===== src/rtl/ber_align_ctrl_pkg.sv =====
// Shared types and default constants for the BER alignment sequencer.
// The BER_EARLY_LOCK_EN build option is handled in ber_align_ctrl.
package ber_pkg;

  typedef enum logic [2:0] {
    ST_IDLE,
    ST_SETTLE,
    ST_MEASURE,
    ST_NEXT,
    ST_LOCKED
  } ber_state_e;

  localparam int PRBS9_PERIOD   = 511;
  localparam int DEF_NUM_DELAYS = 1024;
  localparam int DEF_WIN_LEN    = PRBS9_PERIOD;
  localparam int DEF_SETTLE     = 2;

endpackage


===== src/rtl/ber_align_ctrl_sat_counter.sv =====
// Saturating up-counter with clock enable and synchronous clear.
module ber_sat_counter #(
  parameter int W = 64
) (
  input  logic         clock,
  input  logic         i_reset,
  input  logic         i_clear,
  input  logic         i_en,
  input  logic         i_inc,
  output logic [W-1:0] o_count
);

  logic [W-1:0] count_q;
  logic [W-1:0] count_d;

  assign count_d = count_q + W'(1);
  assign o_count = count_q;

  always_ff @(posedge clock) begin
    if (i_reset || i_clear) begin
      count_q <= '0;
    end else if (i_en && i_inc && (count_q != '1)) begin
      count_q <= count_d;
    end
  end

endmodule


===== src/rtl/ber_align_ctrl.sv =====
// Delay-tap sweep, best-tap selection and locked BER accumulation.
// Build option BER_EARLY_LOCK_EN: lock on the first tap whose window is error-free.
module ber_align_ctrl
  import ber_pkg::*;
#(
  parameter int NUM_DELAYS = DEF_NUM_DELAYS,
  parameter int DELAY_W    = 10,
  parameter int WIN_LEN    = DEF_WIN_LEN,
  parameter int SETTLE     = DEF_SETTLE,
  parameter int ERR_THRESH = 0,
  parameter int CNT_W      = 64
) (
  input  logic                           clock,
  input  logic                           i_reset,
  input  logic                           i_enable,
  input  logic                           i_start,
  input  logic                           i_valid,
  input  logic                           i_err,
  output logic [DELAY_W-1:0]             o_delay,
  output logic                           o_busy,
  output logic                           o_locked,
  output logic                           o_fail,
  output logic [DELAY_W-1:0]             o_best_delay,
  output logic [$clog2(WIN_LEN+1)-1:0]   o_min_err,
  output logic [CNT_W-1:0]               o_bit_count,
  output logic [CNT_W-1:0]               o_err_count
);

  localparam int MIN_W = $clog2(WIN_LEN + 1);
  localparam int SET_W = (SETTLE > 0) ? $clog2(SETTLE + 1) : 1;
  localparam logic [DELAY_W-1:0] LAST_TAP = DELAY_W'(NUM_DELAYS - 1);

  ber_state_e         state_q;
  logic [DELAY_W-1:0] delay_q;
  logic [DELAY_W-1:0] best_q;
  logic [MIN_W-1:0]   min_err_q;
  logic [MIN_W-1:0]   win_cnt_q;
  logic [MIN_W-1:0]   err_sum_q;
  logic [SET_W-1:0]   settle_cnt_q;
  logic               busy_q;
  logic               locked_q;
  logic               fail_q;

  logic [MIN_W-1:0]   err_sum_d;
  logic [MIN_W-1:0]   win_cnt_d;
  logic               start_ok;
  logic               cnt_en;

  assign err_sum_d = err_sum_q + MIN_W'(i_err);
  assign win_cnt_d = win_cnt_q + MIN_W'(1);
  assign start_ok  = i_enable && i_start &&
                     ((state_q == ST_IDLE) || (state_q == ST_LOCKED));
  assign cnt_en    = i_enable && i_valid && (state_q == ST_LOCKED);

  always_ff @(posedge clock) begin
    if (i_reset) begin
      state_q      <= ST_IDLE;
      delay_q      <= '0;
      best_q       <= '0;
      min_err_q    <= '1;
      win_cnt_q    <= '0;
      err_sum_q    <= '0;
      settle_cnt_q <= '0;
      busy_q       <= 1'b0;
      locked_q     <= 1'b0;
      fail_q       <= 1'b0;
    end else if (i_enable) begin
      case (state_q)
        ST_IDLE, ST_LOCKED: begin
          if (i_start) begin
            state_q      <= ST_SETTLE;
            delay_q      <= '0;
            best_q       <= '0;
            min_err_q    <= '1;
            settle_cnt_q <= '0;
            busy_q       <= 1'b1;
            locked_q     <= 1'b0;
            fail_q       <= 1'b0;
          end
        end

        ST_SETTLE: begin
          if (SETTLE == 0) begin
            state_q   <= ST_MEASURE;
            win_cnt_q <= '0;
            err_sum_q <= '0;
          end else if (i_valid) begin
            if (int'(settle_cnt_q) == SETTLE - 1) begin
              state_q   <= ST_MEASURE;
              win_cnt_q <= '0;
              err_sum_q <= '0;
            end else begin
              settle_cnt_q <= settle_cnt_q + SET_W'(1);
            end
          end
        end

        // The closing sample's error is folded in via err_sum_d before the compare.
        ST_MEASURE: begin
          if (i_valid) begin
            if (int'(win_cnt_q) == WIN_LEN - 1) begin
              if (err_sum_d < min_err_q) begin
                best_q    <= delay_q;
                min_err_q <= err_sum_d;
              end
`ifdef BER_EARLY_LOCK_EN
              if (err_sum_d == '0) begin
                state_q  <= ST_LOCKED;
                busy_q   <= 1'b0;
                locked_q <= 1'b1;
                fail_q   <= (ERR_THRESH < 0);
              end else begin
                state_q <= ST_NEXT;
              end
`else
              state_q <= ST_NEXT;
`endif
            end else begin
              win_cnt_q <= win_cnt_d;
              err_sum_q <= err_sum_d;
            end
          end
        end

        ST_NEXT: begin
          if (delay_q == LAST_TAP) begin
            state_q  <= ST_LOCKED;
            delay_q  <= best_q;
            busy_q   <= 1'b0;
            locked_q <= 1'b1;
            fail_q   <= (int'(min_err_q) > ERR_THRESH);
          end else begin
            state_q      <= ST_SETTLE;
            delay_q      <= delay_q + DELAY_W'(1);
            settle_cnt_q <= '0;
          end
        end

        default: state_q <= ST_IDLE;
      endcase
    end
  end

  ber_sat_counter #(.W(CNT_W)) u_bit_cnt (
    .clock   (clock),
    .i_reset (i_reset),
    .i_clear (start_ok),
    .i_en    (cnt_en),
    .i_inc   (1'b1),
    .o_count (o_bit_count)
  );

  ber_sat_counter #(.W(CNT_W)) u_err_cnt (
    .clock   (clock),
    .i_reset (i_reset),
    .i_clear (start_ok),
    .i_en    (cnt_en),
    .i_inc   (i_err),
    .o_count (o_err_count)
  );

  assign o_delay      = delay_q;
  assign o_busy       = busy_q;
  assign o_locked     = locked_q;
  assign o_fail       = fail_q;
  assign o_best_delay = best_q;
  assign o_min_err    = min_err_q;

endmodule


===== config.mk =====
export PLATFORM = sky130hd
export DESIGN_NAME = ber_align_ctrl
export DESIGN_NICKNAME = d
export VERILOG_FILES = /design/src/rtl/ber_align_ctrl_pkg.sv /design/src/rtl/ber_align_ctrl_sat_counter.sv /design/src/rtl/ber_align_ctrl.sv
export SDC_FILE = /design/constraint.sdc
export NUM_CORES = 1
export LEC_CHECK = 0
export ABC_AREA = 0
export ABC_CLOCK_PERIOD_IN_PS = 3670
export BUFFER_PORTS_ARGS = -buffer_cell sky130_fd_sc_hd__buf_2
export CAP_MARGIN = 5
export CORE_MARGIN = 10
export CORE_UTILIZATION = 50
export DETAILED_ROUTE_END_ITERATION = 16
export GPL_TIMING_DRIVEN = 0
export PLACE_DENSITY_LB_ADDON = 0.15
export SLEW_MARGIN = 20
export SYNTH_ARGS = -nofsm -noshare
export SYNTH_HDL_FRONTEND = slang
export SYNTH_SLANG_ARGS = --single-unit

===== constraint.sdc =====
create_clock -name clock -period 3.67 [get_ports clock]
set_clock_uncertainty 0.1 [all_clocks]
set_input_delay 0.5505 -clock clock [delete_from_list [all_inputs] [get_ports clock]]
set_output_delay 0.5505 -clock clock [all_outputs]
set_load 0.02 [all_outputs]

==> flow_metrics.tcl, run 1 <==
set metrics [dict create \
    drive_above_1_share 0.176 \
    dp_slack_ps -228 \
    n_antenna_cell 0 \
    cts_max_level 4 \
    dp_hpwl_um 20300 \
    finalSetupViolations 0 \
    cp_data_arrival_time_ps 3570 \
    synthTopCellsByArea "dfxtp_1 (39%), a21oi_1 (5.2%), xor2_1 (4.3%)" \
    drtPass1Iterations 5 \
    fill_cells 1663 \
    wire_per_inst_um 17.4 \
    clock_power_share 0.455 \
    setup_tns_ps 0 \
    placed_area_um2 10400 \
    multi_input_area_um2 5270 \
    required_ps 3880 \
    top_usage_layer "met2" \
    cts_resized 0 \
    grt_pass1_vias 8282 \
    ys_async_sr_fraction 0 \
    synth_xor_area_frac 0.0678 \
    grt_pass1_wl_um 43300 \
    clk_latency_ps 440 \
    critPathMaxFanout 10 \
    drtIter0Drc 763 \
    grt_max_degree 17 \
    path_class "reg2reg" \
    cts_buffers 17 \
    antenna_found_initial 0 \
    seq_area_um2 3660 \
    die_x_um 156 \
    synth_top_family_by_area "simple AND/OR/NAND/NOR gates" \
    gr-usage-met1 0.281 \
    status "finished clean" \
    initial_core_util 0.513 \
    p_switching_w 0.00104 \
    synth_top_cell_by_area "dfxtp_1" \
    crit_top_cell "ha_1" \
    final_area_um2 11000 \
    finalWorstSetupSlack_ps 312 \
    tritoncts "yes" \
    synth_compound_area_frac 0.168 \
    routabilityCongestion 0.869 \
    pwr_density_cell_nw_per_um2 376 \
    cts_sinks 183 \
    power_frac_seq 0.482 \
    wl_um 27300 \
    layout_common_cells "dfxtp_1 (183), buf_2 (172), nor2_1 (107)" \
    post-route-util 0.608 \
    drtAntennaViolNets 0 \
    coreArea_um2 18100 \
    dieHeight_um 156 \
    vdd_ir_drop_max_uv 335 \
    pin_count 166 \
    clk_pin_slew_ps 70 \
    cts_root_buf "clkbuf_16" \
    power_w 0.00415 \
    worst_pin_slew_ps 924 \
    syn_nets 1162 \
    synth.ff_latch_count 183 \
    fp-row-count 49 \
    startpoint_type "flop" \
    cts_hold_buf 0 \
    area_delta_synth_final_pct 18.5 \
    synth_cell_type_count 59 \
    synth_edf_count 0 \
    p_leak_nw 4.17 \
    grt_usage 0.214 \
    relSlewSlack 0.383 \
    synth_fa_ha_area_frac 0.0215 \
    yosys_warnings 0 \
    hold_class "reg2reg" \
    io_buffers 165 \
    maxCapViolations 0 \
    grtUsageMet3 0.0452 \
    cpPeakStageDelay_ps 460 \
    nNetsFinal 1346 \
    hold_viol_final 0 \
    avgSynthCellArea_um2 8.16 \
    viasPerCell 5.91 \
    final_common_cell "dfxtp_1" \
    swShare 0.250 \
    r2r_slack_ps 310 \
    slowest_stage "o2bb2ai_1" \
    fmax_mhz 298 \
    period_minus_slack_ps 3360 \
    grt-ovfl-total 0 \
    pwr-share-comb 0.063 \
    fin_crit_sh 0.915 \
    synth-main-ff-cell "dfxtp_1" \
    cts_max_path_buffers 2 \
    synth_top_area_share 0.394 \
    cts_setup_buffers 0 \
    muxShareOfSynthArea 0.0108 \
    crit_path_end_kind "flop" \
    seq_area_frac_synth 0.394 \
    grtUsageMet2 0.350 \
    post-route-drc-count 0 \
    netlist_instances 1140 \
    rsz0062_at_grt "false" \
    synthSimpleGateAreaFrac 0.297 \
    syn_area_um2 9310 \
    slew_violations 0 \
    via_count 9252 \
    path_cells "ha_1 -> ha_1 -> nand3_1 -> xor2_1 -> inv_1 -> ha_1 -> nand2_1 -> nor2_1 -> o21ai_0 -> o21ai_0 -> o2bb2ai_1 -> buf_2 -> a22oi_1" \
    dieArea_um2 24500 \
    p_int_w 0.00311 \
]
[cell usage after synthesis (4+ instances only)]
master and n:
dfxtp_1 183, nor2_1 107, a21oi_1 96, nand2_1 96, nand3_1 60, nand4_1 59
xor2_1 46, clkbuf_1 44, o21ai_0 44, or3_1 39, inv_1 38, nor4_1 28
xnor2_1 26, nor3_1 24, or4_1 24, and3_1 21, o31ai_1 18, ha_1 16
and2_1 13, and4_1 12, o21ai_1 12, or2_2 11, a22o_1 10, mux2i_1 10
o2111ai_1 10, o211ai_1 9, a2bb2oi_1 7, buf_2 7, nand2b_1 7, o21a_1 7
o32ai_1 5, a211oi_1 4, a22oi_1 4, nor4_2 4, o31a_1 4
[power by group through the flow]
stage / clock, W / sequential, W / combinational (W)
after floorplan: 0 / 0.00205 / 0.000173
after global placement: 0 / 0.00205 / 0.000257
after detailed placement: 0 / 0.00205 / 0.000259
after CTS: 0.00190 / 0.00200 / 0.000261
after global routing: 0.00198 / 0.00200 / 0.000288
final: 0.00189 / 0.00200 / 0.000262
[final timing paths]
kind,from,end,cells past startpoint
worst min register to register,settle_cnt_q[1],settle_cnt_q[1],2
worst max-delay path,err_sum_q[0],o_min_err[4],13
worst max register to register,err_sum_q[0],o_min_err[4],13
worst min-delay path,settle_cnt_q[1],settle_cnt_q[1],2
[per-layer routing]
metal	part of all wire	vias to the layer above
met5	0	-
met4	0.011	0
met3	0.069	34
met2	0.47	304
met1	0.45	4364
li1	-	4550
[critical path: cells and delay by family (launching register included)]
kind,cells,cell delay (ps)
compound gates,4,920
fa+ha+maj,3,800
buf+inv,2,470
flops,1,350
xor+xnor,1,330
simple gates,3,260
[flip-flops by register name, indices dropped and copies added, names as in the netlist]
| register | count |
|---|---|
| u_bit_cnt.o_count | 64 |
| u_err_cnt.o_count | 64 |
| o_best_delay | 10 |
| o_delay | 10 |
| err_sum_q | 9 |
| o_min_err | 9 |
| win_cnt_q | 9 |
| state_q | 3 |
| settle_cnt_q | 2 |
| o_busy | 1 |
| o_fail | 1 |
| o_locked | 1 |
[logic make-up (layout without fill, tap and decap cells)]
kind of cell             count (synthesis)  count (layout)
multiplexers                            10              10
AO/OA/AOI/OAI                          247             247
flip-flops                             183             183
buffers and inverters                   93             290
AND/OR/NAND/NOR                        519             519
XOR/XNOR                                72              72
adder cells (fa/ha/maj)                 16              16
[area by class of cell]
class | instances | area share
Multi-Input combinational cell | 864 | 0.477
Sequential cell | 183 | 0.332
Timing Repair Buffer | 165 | 0.0749
Clock buffer | 20 | 0.0414
Tap cell | 229 | 0.0260
Buffer | 55 | 0.0220
Clock inverter | 12 | 0.0130
Inverter | 38 | 0.0129
[stage by stage]
stage,std cells,hold WS [ps]
after global placement,1534,340
after CTS,1566,355
after floorplan,1140,332
after detailed placement,1534,350
after global routing,1566,368
final,1566,354
No activity file was read; power rests on OpenSTA's default activity.
==> inputs of run 2 (changes only) <==
--- a/config.mk
+++ b/config.mk
@@ -16,2 +16,3 @@
 export PLACE_DENSITY_LB_ADDON = 0.15
+export REMOVE_ABC_BUFFERS = 1
 export SLEW_MARGIN = 20
==> constraint.sdc (replaced) <==
create_clock -name clock -period 3.67 [get_ports clock]
set_clock_uncertainty 0.1 [all_clocks]
set_input_delay 0.734 -clock clock [delete_from_list [all_inputs] [get_ports clock]]
set_output_delay 0.734 -clock clock [all_outputs]
set_load 0.02 [all_outputs]
==> run 2 against run 1 <==
Worst setup slack worse by 130 ps. Critical path depth is 7 lower. Worst hold slack gained 12 ps. Die area is the same. Sequential cell count stayed put. Non-clock buffer count down 51. Fmax decreased by 3.7%. Via count decreased by 2.2%. Global-route usage decreased by 1.3 points. Critical path type unchanged. Largest power group unchanged.
==> flow_metrics.tcl, run 2 (same netlist as run 1, synthesis figures left out) <==
set metrics [dict create \
    dieHeight_um 156 \
    io_buffers 165 \
    fp-row-count 49 \
    cp.depth 6 \
    cts_root_buf "clkbuf_16" \
    power_w 0.00403 \
    dieArea_um2 24500 \
    path_cells "nand4_1 -> nor4_1 -> nand4_1 -> o21ai_4 -> nor4_1 -> mux2i_1" \
    tritoncts "yes" \
    layout_common_cells "dfxtp_1 (183), buf_2 (167), nor2_1 (106)" \
    via_count 9047 \
    hold_viol_final 0 \
    slew_violations 0 \
    nNetsFinal 1297 \
    fin_crit_sh 0.950 \
    post-route-drc-count 0 \
    cts_max_path_buffers 2 \
    initial_core_util 0.513 \
    vdd_ir_drop_max_uv 328 \
    coreArea_um2 18100 \
    p_int_w 0.00301 \
    whs_path_depth 2 \
    fmax_mhz 287 \
    cpPeakStageDelay_ps 830 \
    cts_sinks 183 \
    r2r_start "u_err_cnt.o_count[55]" \
    grt_max_degree 66 \
    dp_hpwl_um 18300 \
    pwr-share-comb 0.058 \
    grt_usage 0.201 \
    final_common_cell "dfxtp_1" \
    worst_pin_slew_ps 931 \
    relSlewSlack 0.379 \
    slowest_stage "nand4_1" \
    finalSetupViolations 0 \
    antenna_found_initial 0 \
    wl_um 26000 \
    cp-startpoint "u_err_cnt.o_count[55]" \
    n_antenna_cell 0 \
    met1_length_um 11700 \
    grt-ovfl-total 0 \
    met2WireLength_um 12200 \
    status "finished clean" \
    setup_tns_ps 0 \
    hold_class "reg2reg" \
    swShare 0.254 \
    rsz0062_at_grt "false" \
    period_minus_slack_ps 3490 \
    drtAntennaViolNets 0 \
    die_x_um 156 \
    startpoint_type "flop" \
    viasPerCell 5.96 \
    maxCapViolations 0 \
    area_delta_synth_final_pct 16.7 \
    p_switching_w 0.00102 \
    fill_cells 1661 \
    p_leak_nw 4.09 \
    placed_area_um2 10300 \
    routabilityCongestion 0.875 \
    power_frac_seq 0.499 \
    required_ps 3880 \
    drtPass1Iterations 5 \
    pwr_density_cell_nw_per_um2 371 \
    cts_buffers 17 \
    wl_met3_um 1580 \
    drive_above_1_share 0.181 \
    path_class "reg2reg" \
    clock_power_share 0.443 \
    routed.top_layer "met4" \
    cp_top_family "simple AND/OR/NAND/NOR gates" \
    cp_data_arrival_time_ps 3700 \
    cts_max_level 4 \
    critPathMaxFanout 17 \
    cts_hold_buf 0 \
    grt_pass1_vias 8266 \
    hp-start "o_fail" \
    wire_per_inst_um 17.1 \
    crit_path_end_kind "flop" \
    clk_pin_slew_ps 80 \
    pin_count 166 \
    final_area_um2 10900 \
    rr_worst_depth 6 \
    grt_pass1_wl_um 41400 \
    worst-path-buf-inv 0 \
    clk_latency_ps 440 \
    drtIter0Drc 511 \
]
run 2: path summary, 6_finish.rpt:
kind | endpoint | slack, ps
hold / removal | o_fail | 370
setup reg to reg | u_err_cnt.o_count[45] | 180
setup / recovery | u_err_cnt.o_count[45] | 180
hold reg to reg | o_fail | 370
run 2: worst min-delay path: stages, from the launching register on:
cell	delay, ps
dfxtp_1	320
nand2_1	50
a21oi_1	50
run 2: power groups by stage:
stage / Combinational [W] / Clock (W) / Sequential [W]
final: 0.000233 / 0.00179 / 0.00201
after global routing: 0.000259 / 0.00191 / 0.00201
after CTS: 0.000235 / 0.00182 / 0.00201
after detailed placement: 0.000235 / 0 / 0.00206
after global placement: 0.000222 / 0 / 0.00206
after floorplan: 0.000146 / 0 / 0.00205
run 2: repair_timing:
action / in CTS / in global routing
endpoints found under the setup margin: 0 / 20
resized for setup: 0 / 1
buffers inserted: 0 / 0
run 2: layout make-up:
cell class | count | area [um2] | area share
repair buffers | 169 | 878 | 0.0809
clock buffers | 17 | 425 | 0.0392
clock inverters | 15 | 143 | 0.0131
flip-flops and latches | 183 | 3660 | 0.337
well taps | 229 | 287 | 0.0264
inverters | 38 | 143 | 0.0131
multi-input cells | 866 | 5320 | 0.490
run 2: per-layer routing:
layer,GRT usage,vias to the layer above
met3,0.0491,32
met1,0.258,4313
met5,0,-
met2,0.325,239
li1,-,4463
met4,0.0620,0
run 2: stage by stage:
stage	util	setup slack, ps	hold WS, ps	std cells
after floorplan	-	80.5	326	1085
after global placement	0.561	-1700	340	1479
after detailed placement	0.566	-210	363	1483
after CTS	0.597	35.1	371	1515
after global routing	0.599	11.8	394	1517
final	0.599	182	366	1517
==> inputs of run 3 (changes only) <==
SYNTH_HIERARCHICAL = 1   (was default)
==> run 3 against run 2 <==
Synthesized cell count is 6.9% higher. Via count is 7.7% higher. Sequential power hardly changed. Combinational power is 38% lower. Clock-buffer cell count is 5 higher. Power is 1.6% lower. Worst setup slack better by 45 ps. Cell area is 6.9% higher. Clock power hardly changed. Global-route usage is 0.64 points higher. Sequential share of layout area is 2.2 points lower. Worst hold slack worse by 12 ps.
==> flow_metrics.tcl, run 3 <==
set metrics [dict create \
    rr_worst_depth 7 \
    post-route-util 0.577 \
    p_leak_nw 4.20 \
    grt_max_degree 62 \
    fmax_mhz 290 \
    cts_buffers 17 \
    drtAntennaViolNets 0 \
    synth_edf_count 0 \
    maxCapViolations 0 \
    whs_path_depth 2 \
    fin_crit_sh 0.938 \
    status "finished clean" \
    path_class "reg2reg" \
    synth_cell_type_count 81 \
    coreArea_um2 20100 \
    clk_pin_slew_ps 70 \
    r2r_slack_ps 230 \
    io_buffers 165 \
    r2r_start "u_bit_cnt/o_count[0]" \
    seq_area_um2 3660 \
    rr_endpoint "u_bit_cnt/o_count[62]" \
    seq_area_frac_synth 0.361 \
    multi_input_area_um2 6050 \
    pin_count 166 \
    relSlewSlack 0.353 \
    drive_above_1_share 0.198 \
    dieHeight_um 162 \
    cp_data_arrival_time_ps 3630 \
    power_w 0.00397 \
    hp-start "err_sum_q[0]" \
    critPathMaxFanout 13 \
    hold_class "reg2reg" \
    n_antenna_cell 0 \
    yosys_warnings 6 \
    final_common_cell "dfxtp_1" \
    drtIter0Drc 745 \
    dp_hpwl_um 20000 \
    clk_latency_ps 430 \
    yosys.cell_count.top_type "dfxtp_1" \
    synth-main-ff-cell "dfxtp_1" \
    nNetsFinal 1375 \
    required_ps 3850 \
    layout_common_cells "dfxtp_1 (183), buf_2 (165), nand2_1 (117)" \
    cts_max_path_buffers 2 \
    syn_area_um2 10100 \
    synth_top_area_share 0.361 \
    via_count 9742 \
    fill_cells 1874 \
    hold_viol_final 0 \
    synthTopCellsByArea "dfxtp_1 (36%), a21oi_1 (5.1%), nand2_1 (4.3%)" \
    vdd_ir_drop_max_uv 287 \
    grt-ovfl-total 0 \
    synth.ff_latch_count 183 \
    finalSetupViolations 0 \
    routabilityCongestion 0.852 \
    grt_pass1_vias 8861 \
    die_x_um 162 \
    worst_pin_slew_ps 971 \
    startpoint_type "flop" \
    cts_setup_buffers 0 \
    slew_violations 0 \
    wl_um 28200 \
    pwr_density_cell_nw_per_um2 342 \
    initial_core_util 0.505 \
    synth.cells.most_frequent "dfxtp_1 (183), nand2_1 (117), nor2_1 (117), a21oi_1 (103), nand3_1 (64)" \
    cts_max_level 4 \
    grt_usage 0.207 \
    hold_path_end "err_sum_q[0]" \
    avgSynthCellArea_um2 8.32 \
    antenna_found_initial 0 \
    crit_path_end_kind "flop" \
    dieArea_um2 26400 \
    viasPerCell 5.95 \
    cts_root_buf "clkbuf_16" \
    rsz0062_at_grt "false" \
    netlist_instances 1219 \
    synth_top_cell_by_area "dfxtp_1" \
    cts_sinks 183 \
    grt_pass1_wl_um 46100 \
    drtPass1Iterations 8 \
    area_delta_synth_final_pct 14.4 \
    wire_per_inst_um 17.2 \
    ys_async_sr_fraction 0 \
    fp-row-count 52 \
    post-route-drc-count 0 \
    period_minus_slack_ps 3440 \
    tritoncts "yes" \
]
## run 3: changes by cell type after synthesis, moves of 12 or more
cell | before | now
xor2_1 | 46 | 17
nand2_1 | 96 | 117
clkbuf_1 | 44 | 24
or3_1 | 39 | 59
inv_1 | 38 | 22
mux2i_1 | 10 | 25
o21ai_2 | 1 | 15
nor4_1 | 28 | 16
o31ai_1 | 18 | 30
## run 3: power breakdown
| group | internal, W | total (W) | switching, W | leakage (nW) |
|---|---|---|---|---|
| Sequential | 0.00199 | 0.00200 | 0.00000826 | 1.47 |
| Combinational | 0.0000437 | 0.000145 | 0.000101 | 2.47 |
| Clock | 0.00103 | 0.00182 | 0.000797 | 0.259 |
| Total | 0.00306 | 0.00397 | 0.000907 | 4.20 |
## run 3: metrics by stage
step           hold WS, ps  std cells  setup slack (ps)  TNS, ps  cell area [um2]
3_5_place_dp           354       1601             -96.5     -294            11000
6_report               355       1636               227        0            11600
3_3_place_gp           343       1600             -1510   -28420            10900
4_1_cts                361       1633               130        0            11500
5_1_grt                373       1636              69.7        0            11600
2_1_floorplan          326       1165              -467    -8880             9750
## run 3: cells by family after synthesis
family / count (synthesis) / share of synthesized area
AND/OR/NAND/NOR: 602 / 0.335
adder cells (fa/ha/maj): 16 / 0.0197
flip-flops: 183 / 0.361
AO/OA/AOI/OAI: 266 / 0.169
other: 1 / 0.000370
XOR/XNOR: 48 / 0.0422
buffers and inverters: 78 / 0.0476
multiplexers: 25 / 0.0247
## run 3: timing repair
action	in CTS	in global routing
endpoints found under the hold margin	0	0
setup endpoints to repair	0	10
gates resized for setup	0	2
hold buffers	0	0
## run 3: how the worst max path moves through the flow
stage | start | endpoint | slack (ps) | cells past startpoint
after floorplan | i_err | o_best_delay[0] | -470 | 10
after global placement | i_err | o_min_err[6] | -1510 | 11
after detailed placement | i_enable | u_bit_cnt/o_count[31] | -100 | 7
after CTS | state_q[0] | u_bit_cnt/o_count[31] | 130 | 7
after global routing | state_q[0] | u_bit_cnt/o_count[31] | 70 | 7
final | u_bit_cnt/o_count[0] | u_bit_cnt/o_count[62] | 230 | 7
## run 3: final cells by class
class                           count  share of cell area
Inverter                           22             0.00711
Clock inverter                     10              0.0106
Sequential cell                   183               0.316
Timing Repair Buffer              169              0.0777
Multi-Input combinational cell    960               0.521
Clock buffer                       22              0.0391
Tap cell                          270              0.0291
## run 3: worst max-delay path: stages (launching register included)
cell and delay (ps):
dfxtp_1 460, ha_1 340, nand3_1 130, nor2_1 660, nand4_1 820, nor4_1 570
xnor2_1 160, nor2_1 50
## run 3: per-layer routing
metal / track usage / wire (um) / share of wire
met1: 0.288 / 13400 / 0.48
met2: 0.316 / 12700 / 0.45
met3: 0.0397 / 1570 / 0.056
met4: 0.0649 / 513 / 0.018
met5: 0 / 0 / 0
